$ cat src/rtl/crtc_pkg.sv
// rtl/crtc_pkg.sv - shared widths, timing-set type and 640x480@60 default timings
package crtc_pkg;

  localparam int CW_DEF = 12;
  localparam int FW_DEF = 8;

  typedef struct packed {
    logic [CW_DEF-1:0] total;
    logic [CW_DEF-1:0] sstart;
    logic [CW_DEF-1:0] send;
    logic [CW_DEF-1:0] vstart;
    logic [CW_DEF-1:0] vend;
  } timing_t;

  // Video start is the count before the first visible pixel/line, since the den flops lag by one step.
  localparam timing_t VGA_H = '{total: 12'd799, sstart: 12'd656, send: 12'd752,
                                vstart: 12'd799, vend: 12'd639};
  localparam timing_t VGA_V = '{total: 12'd524, sstart: 12'd490, send: 12'd492,
                                vstart: 12'd524, vend: 12'd479};
  localparam logic VGA_HPOL = 1'b0;
  localparam logic VGA_VPOL = 1'b0;

endpackage

$ cat src/rtl/crtc_axis.sv
// rtl/crtc_axis.sv - one raster axis: counter, shadowed timings, sync decode and display-enable flop
module crtc_axis
  import crtc_pkg::*;
#(
  parameter int CW = CW_DEF
) (
  input  logic          clk_i,
  input  logic          reset_i,
  input  logic          adv_i,
  input  logic          load_i,
  input  logic [CW-1:0] total_i,
  input  logic [CW-1:0] sstart_i,
  input  logic [CW-1:0] send_i,
  input  logic [CW-1:0] vstart_i,
  input  logic [CW-1:0] vend_i,
  input  logic          pol_i,
  output logic [CW-1:0] cnt_o,
  output logic          at_total_o,
  output logic          wrap_o,
  output logic          sync_o,
  output logic          den_o
);

  typedef struct packed {
    logic [CW-1:0] total;
    logic [CW-1:0] sstart;
    logic [CW-1:0] send;
    logic [CW-1:0] vstart;
    logic [CW-1:0] vend;
    logic          pol;
  } shadow_t;

  shadow_t       shadow_in, shadow_q, shadow_d;
  logic [CW-1:0] cnt_q, cnt_d;
  logic          den_q, den_d;
  logic          in_sync;

  assign shadow_in  = {total_i, sstart_i, send_i, vstart_i, vend_i, pol_i};
  assign at_total_o = (cnt_q == shadow_q.total);
  assign wrap_o     = adv_i && (at_total_o || (cnt_q == {CW{1'b1}}));

  always_comb begin
    shadow_d = load_i ? shadow_in : shadow_q;
    cnt_d    = cnt_q;
    den_d    = den_q;
    if (adv_i) begin
      cnt_d = wrap_o ? '0 : cnt_q + 1'b1;
      // End match wins so equal start/end keeps the enable low.
      if (cnt_q == shadow_q.vend) begin
        den_d = 1'b0;
      end else if (cnt_q == shadow_q.vstart) begin
        den_d = 1'b1;
      end
    end
  end

  always_ff @(posedge clk_i) begin
    if (reset_i) begin
      shadow_q <= shadow_in;
      cnt_q    <= '0;
      den_q    <= 1'b0;
    end else begin
      shadow_q <= shadow_d;
      cnt_q    <= cnt_d;
      den_q    <= den_d;
    end
  end

  assign in_sync = (cnt_q >= shadow_q.sstart) && (cnt_q < shadow_q.send);
  assign sync_o  = in_sync ? shadow_q.pol : ~shadow_q.pol;
  assign cnt_o   = cnt_q;
  assign den_o   = den_q;

endmodule

$ cat src/rtl/crtc_ng.sv
// rtl/crtc_ng.sv - raster timing generator; define CRTC_RASTER_IRQ_EN to add the raster-line interrupt
module crtc_ng
  import crtc_pkg::*;
#(
  parameter int CW = CW_DEF,
  parameter int FW = FW_DEF
) (
  input  logic          dotclk_i,
  input  logic          reset_i,
  input  logic [CW-1:0] htotal_i,
  input  logic [CW-1:0] hsstart_i,
  input  logic [CW-1:0] hsend_i,
  input  logic [CW-1:0] hvstart_i,
  input  logic [CW-1:0] hvend_i,
  input  logic [CW-1:0] vtotal_i,
  input  logic [CW-1:0] vsstart_i,
  input  logic [CW-1:0] vsend_i,
  input  logic [CW-1:0] vvstart_i,
  input  logic [CW-1:0] vvend_i,
  input  logic          hspol_i,
  input  logic          vspol_i,
  input  logic [CW-1:0] irqline_i,
  input  logic          irq_ack_i,
  output logic          hsync_o,
  output logic          vsync_o,
  output logic          hden_o,
  output logic          vden_o,
  output logic          de_o,
  output logic [CW-1:0] x_o,
  output logic [CW-1:0] y_o,
  output logic          sol_o,
  output logic          sof_o,
  output logic [FW-1:0] frame_o,
  output logic          irq_o
);

  logic          h_at_total, h_wrap, v_at_total, v_wrap_unused;
  logic          frame_end;
  logic [FW-1:0] frame_q, frame_d;

  assign frame_end = h_at_total && v_at_total;

  crtc_axis #(.CW(CW)) u_haxis (
    .clk_i(dotclk_i), .reset_i(reset_i), .adv_i(1'b1), .load_i(frame_end),
    .total_i(htotal_i), .sstart_i(hsstart_i), .send_i(hsend_i),
    .vstart_i(hvstart_i), .vend_i(hvend_i), .pol_i(hspol_i),
    .cnt_o(x_o), .at_total_o(h_at_total), .wrap_o(h_wrap),
    .sync_o(hsync_o), .den_o(hden_o)
  );

  // The vertical axis only steps on line wrap, which also times vden updates.
  crtc_axis #(.CW(CW)) u_vaxis (
    .clk_i(dotclk_i), .reset_i(reset_i), .adv_i(h_wrap), .load_i(frame_end),
    .total_i(vtotal_i), .sstart_i(vsstart_i), .send_i(vsend_i),
    .vstart_i(vvstart_i), .vend_i(vvend_i), .pol_i(vspol_i),
    .cnt_o(y_o), .at_total_o(v_at_total), .wrap_o(v_wrap_unused),
    .sync_o(vsync_o), .den_o(vden_o)
  );

  always_comb begin
    frame_d = frame_end ? frame_q + 1'b1 : frame_q;
  end

  always_ff @(posedge dotclk_i) begin
    if (reset_i) begin
      frame_q <= '0;
    end else begin
      frame_q <= frame_d;
    end
  end

  assign frame_o = frame_q;
  assign de_o    = hden_o & vden_o;
  assign sol_o   = (x_o == '0);
  assign sof_o   = sol_o && (y_o == '0);

`ifdef CRTC_RASTER_IRQ_EN
  logic [CW-1:0] irqline_q, irqline_d;
  logic          irq_q, irq_d;

  always_comb begin
    irqline_d = frame_end ? irqline_i : irqline_q;
    irq_d     = irq_q;
    if (h_at_total && (y_o == irqline_q)) begin
      irq_d = 1'b1;
    end else if (irq_ack_i) begin
      irq_d = 1'b0;
    end
  end

  always_ff @(posedge dotclk_i) begin
    if (reset_i) begin
      irqline_q <= irqline_i;
      irq_q     <= 1'b0;
    end else begin
      irqline_q <= irqline_d;
      irq_q     <= irq_d;
    end
  end

  assign irq_o = irq_q;
`else
  logic unused_irq;
  assign unused_irq = ^{irqline_i, irq_ack_i};
  assign irq_o      = 1'b0;
`endif

endmodule

$ cat config.mk
export PLATFORM = sky130hd
export DESIGN_NAME = crtc_ng
export DESIGN_NICKNAME = d
export VERILOG_FILES = /design/src/rtl/crtc_pkg.sv /design/src/rtl/crtc_axis.sv /design/src/rtl/crtc_ng.sv
export SDC_FILE = /design/constraint.sdc
export NUM_CORES = 1
export LEC_CHECK = 0
export BUFFER_PORTS_ARGS = -buffer_cell sky130_fd_sc_hd__buf_2
export CAP_MARGIN = 20
export CORE_ASPECT_RATIO = 1.2
export CORE_UTILIZATION = 40
export DETAILED_ROUTE_END_ITERATION = 7
export HOLD_SLACK_MARGIN = 0.06
export PLACE_DENSITY = 0.6
export REMOVE_ABC_BUFFERS = 1
export SYNTH_ARGS = -nofsm -noshare
export SYNTH_HDL_FRONTEND = slang
export SYNTH_HIERARCHICAL = 1
export SYNTH_SLANG_ARGS = --single-unit
$ cat constraint.sdc
create_clock -name dotclk_i -period 3.8 [get_ports dotclk_i]
set_clock_uncertainty 0.1 [all_clocks]
set_input_delay 0.38 -clock dotclk_i [delete_from_list [all_inputs] [get_ports dotclk_i]]
set_output_delay 0.38 -clock dotclk_i [all_outputs]
set_load 0.005 [all_outputs]
Word level (Yosys, flattened, before mapping)
Index checks and enable logic that the tools add are counted.

cells by class
  add/sub/neg operators = 3
  magnitude comparators = 4
  eq/ne operators = 8
  mux-type cells = 9
  bitwise operators = 3
  reduce and logical (&&, ||, !) cells = 14

operators with widths
  kind                   number
  $mux 61                4
  $eq 12x12->1           6
  $add 12x1->12 const B  2
  $eq 12x12->1 const B   2
  $ge 12x12->1           2
  $logic_not 12->1       2
  $lt 12x12->1           2
  $mux 12                1
  $add 8x1->8 const B    1
  $logic_and 1x1->1      5
  $mux 1                 4
  $reduce_bool 2->1      2
  $reduce_or 2->1        2
  $logic_or 1x1->1       2
  $not 1->1              2
  $reduce_and 2->1       1
  $and 1x1->1            1

storage, ports and cells
  flip-flop bits (word level) = 156
  input port bits = 137
  output and inout bits = 40

Longest topological paths before layout
  depth in word-level cells = 4
  mapped depth = 11

Cells and area by module
The synthesis kept the hierarchy.

modules (own cells, without submodules)
  module     instances  cells each  area each (sq um)  sequential area each (sq um)
  crtc_axis  2          271         3567.2             2092.0
  crtc_ng    1          53          424.2              160.2

Worst setup path before layout
No wires, ideal clock.

  kind = flip-flop to flip-flop
  start = register u_vaxis.cnt_q[8], in the netlist u_vaxis/cnt_o[8]
  end = register u_haxis/shadow_q[0] in the netlist's numbering (enable)
  arrival time = 2171 ps
  required time = 3308 ps
  path slack = 1136 ps
  stages on the path, launching flop included = 8
  path buffers = 1
  cell sequence = dfxtp_1 -> buf_2 -> xnor2_2 -> nand4_2 -> nor3_4 -> nand2_1 -> inv_1 -> or2_2

between the ends
  cells in the longest elaborated chain, start to end = 3

RTL lines
  what                                RTL line         source
  start, declared                     crtc_axis.sv:34  logic [CW-1:0] cnt_q, cnt_d;
  start signal, assigned              crtc_axis.sv:64  cnt_q <= cnt_d;
  $eq 12x12->1                        crtc_axis.sv:39  assign at_total_o = (cnt_q == shadow_q.total);
  net v_at_total                      crtc_ng.sv:37    logic h_at_total, h_wrap, v_at_total, v_wrap_unused;
  $logic_and 1x1->1                   crtc_ng.sv:41    assign frame_end = h_at_total && v_at_total;
  net frame_end                       crtc_ng.sv:38    logic frame_end;
  $reduce_bool 2->1 (no source line)  -
  end signal, assigned                crtc_axis.sv:59  shadow_q <= shadow_in;
  end signal, assigned                crtc_axis.sv:63  shadow_q <= shadow_d;
  end, declared                       crtc_axis.sv:33  shadow_t shadow_in, shadow_q, shadow_d;

The timed path passes the listed nets, and every way through them passes these cells.
A chain may end at the register's enable or synchronous reset.

Final worst setup path
  start = register u_haxis.cnt_q[0], in the netlist u_haxis/cnt_o[0]
  end = output hsync_o

between the ends
  cells in the longest elaborated chain, start to end = 3
  elaborated cells between the ends (all ways) = 4

RTL lines
  what                                          RTL line         source
  start, declared                               crtc_axis.sv:34
  start signal, assigned                        crtc_axis.sv:64
  $ge 12x12->1 or $lt 12x12->1 (tied branches)  crtc_axis.sv:69  assign in_sync = (cnt_q >= shadow_q.sstart) && (cnt_q < shadow_q.send);
  $logic_and 1x1->1 *                           crtc_axis.sv:69
  $mux 1 *                                      crtc_axis.sv:70  assign sync_o = in_sync ? shadow_q.pol : ~shadow_q.pol;
  end, declared                                 crtc_ng.sv:24    output logic hsync_o,

Every way passes the cells marked *; elsewhere a longest branch is shown, timed or not.

==> results.yml <==
route:
  vias: 5601
  drc: 0
  postRouteAntennaNets: 0
  dr.pass1.iters: 4
  drt_iter0_drc: 226
  wl_um: 19200
  routedWlPerCell_um: 16.5
  viasPerCell: 4.82
pwr:
  cellPowerDensity_nw_per_um2: 394
  p_leak_uw: 0.00458
  total_power_uw: 4140
  peakVddDrop_v: 0.000303
cells_and_area:
  nets: 1084
  final_cell_area_um2: 10500
  fillCellCount: 1482
  syn2layout_area_growth_pct: 39.2
  multi_input_area_um2: 2810
  drive_gt1_share_pct: 26.6
  regArea_um2: 4340
  num_antenna_cells: 0
  fin_cells: 1163
cts:
  cts_buffers: 17
  post_cts_buffers: 0
  clock-sinks: 156
  clockBufferDepth: 2
  cts_resized: 0
  clock_latency_ps: 430
  cts-root-buf: "clkbuf_16"
  cts-htree-levels: 4
  clk_pin_slew_ps: 60
  cts_tree: "done"
  cts_hold_buf: 122
global_routing:
  grt_max_degree: 62
  antenna_found_initial: 1
  grt_pass1_wl_um: 29700
  first_global_vias: 6034
  grt-ovfl-total: 0
  grtUsageTotal_pct: 20.4
timing:
  setup_viol: 0
  drv_slew: 0
  tns_ps: 0
  hold_slack_ps: 204
  period_needed_ps: 3130
  finalCritPeriodShare_pct: 82.5
  rsz0062_at_grt: "false"
  timing_hold_violations_final: 0
  relSlewSlack_pct: 55.8
  tightest_slew_ps: 662
  max_freq_ghz: 0.319
synthesis:
  avgSynthCellArea_um2: 12.7
  syn_area_um2: 7540
  syn_inst: 592
  ys_warn_count: 6
setup_path:
  crit-reg2reg-launch: "u_haxis/cnt_o[11]"
  startpoint_type: "register"
  path_max_fanout: 10
  arrival_ps: 2650
  cp-end-kind: "output port"
  required_ps: 3320
  crit_path_start: "u_haxis/cnt_o[0]"
  reg2regPathDepth: 12
  path_class: "reg2out"
floorplanning:
  start_util_pct: 41.2
  die_w_um: 127
  fp.coreArea_um2: 18300
  die_h_um: 152
  core.rowCount: 54
  io_pins: 177
  die-area_um2: 19400
place:
  gp_congestion: 0.792
  placed_cell_area_um2: 8690
  dp_hpwl_um: 12700
  placed_cells_incl_taps: 1009
  port_buffers: 162
run_status:
  status: "complete, no violations"
worst_hold_path:
  holdPathStages: 2
  min_from: "reset_i"
  worstHoldPathType: "in2reg"
job:
  cap_violations: 0
-- state kept, by name (all words and copies together) (netlist names) --
signal / cells
frame_o: 8
u_vaxis/den_o: 1
u_haxis/den_o: 1
u_haxis/cnt_o: 12
u_vaxis/shadow_q: 61
u_vaxis/cnt_o: 12
u_haxis/shadow_q: 61
-- power breakdown --
part | internal [uW] | total, uW | switching (uW)
combinational | 230 | 392 | 161
sequential | 1960 | 2020 | 58.7
clock | 1030 | 1730 | 694
total | 3220 | 4140 | 914
-- per-layer routing --
layer	up-vias	share of wire [%]	global-route usage, %
met5	-	0.068	0
met4	2	2.8	9.86
met3	38	4.5	4.88
met2	174	54	38.8
met1	2672	39	20.3
li1	2715	-	-
-- critical path: stages (launching register included) --
cell      delay [ps]
dfxtp_1          610
inv_1            130
ha_1             310
nor3b_1           50
o21ai_0          350
a21oi_1          150
a221oi_1         340
xnor2_1          160
buf_2            130
-- cell type report --
class / count / share of cell area, %
Sequential cell: 156 / 41.4
Multi-Input combinational cell: 361 / 26.8
Timing Repair Buffer: 307 / 21.2
Clock buffer: 17 / 4.05
Tap cell: 252 / 3.00
Inverter: 55 / 1.97
Clock inverter: 15 / 1.63
-- placed cells by master (no fill, tap or decap), types with 17 or more instances in the layout --
| cell | instances |
|---|---|
| buf_2 | 162 |
| dlygate4sd3_1 | 122 |
| edfxtp_1 | 122 |
| inv_1 | 55 |
| xnor2_1 | 55 |
| ha_1 | 49 |
| dfxtp_1 | 34 |
| nor2_1 | 32 |
| xor2_1 | 31 |
| a21oi_1 | 26 |
| nand2_1 | 21 |
| buf_4 | 21 |
| clkbuf_16 | 17 |
-- worst paths after layout --
check | end | slack [ps]
worst max register to register | u_vaxis/cnt_o[2] | 830
worst min-delay path | frame_o[2] | 200
worst max-delay path | hsync_o | 670
worst min register to register | frame_o[7] | 390
-- per-stage QoR --
stage | util (%) | worst slack (ps)
after floorplan | - | 1060
after global placement | 47.4 | 940
after detailed placement | 47.4 | 864
after CTS | 57.4 | 635
after global routing | 57.4 | 474
final | 57.4 | 666
(Power assumes the default switching activity.)
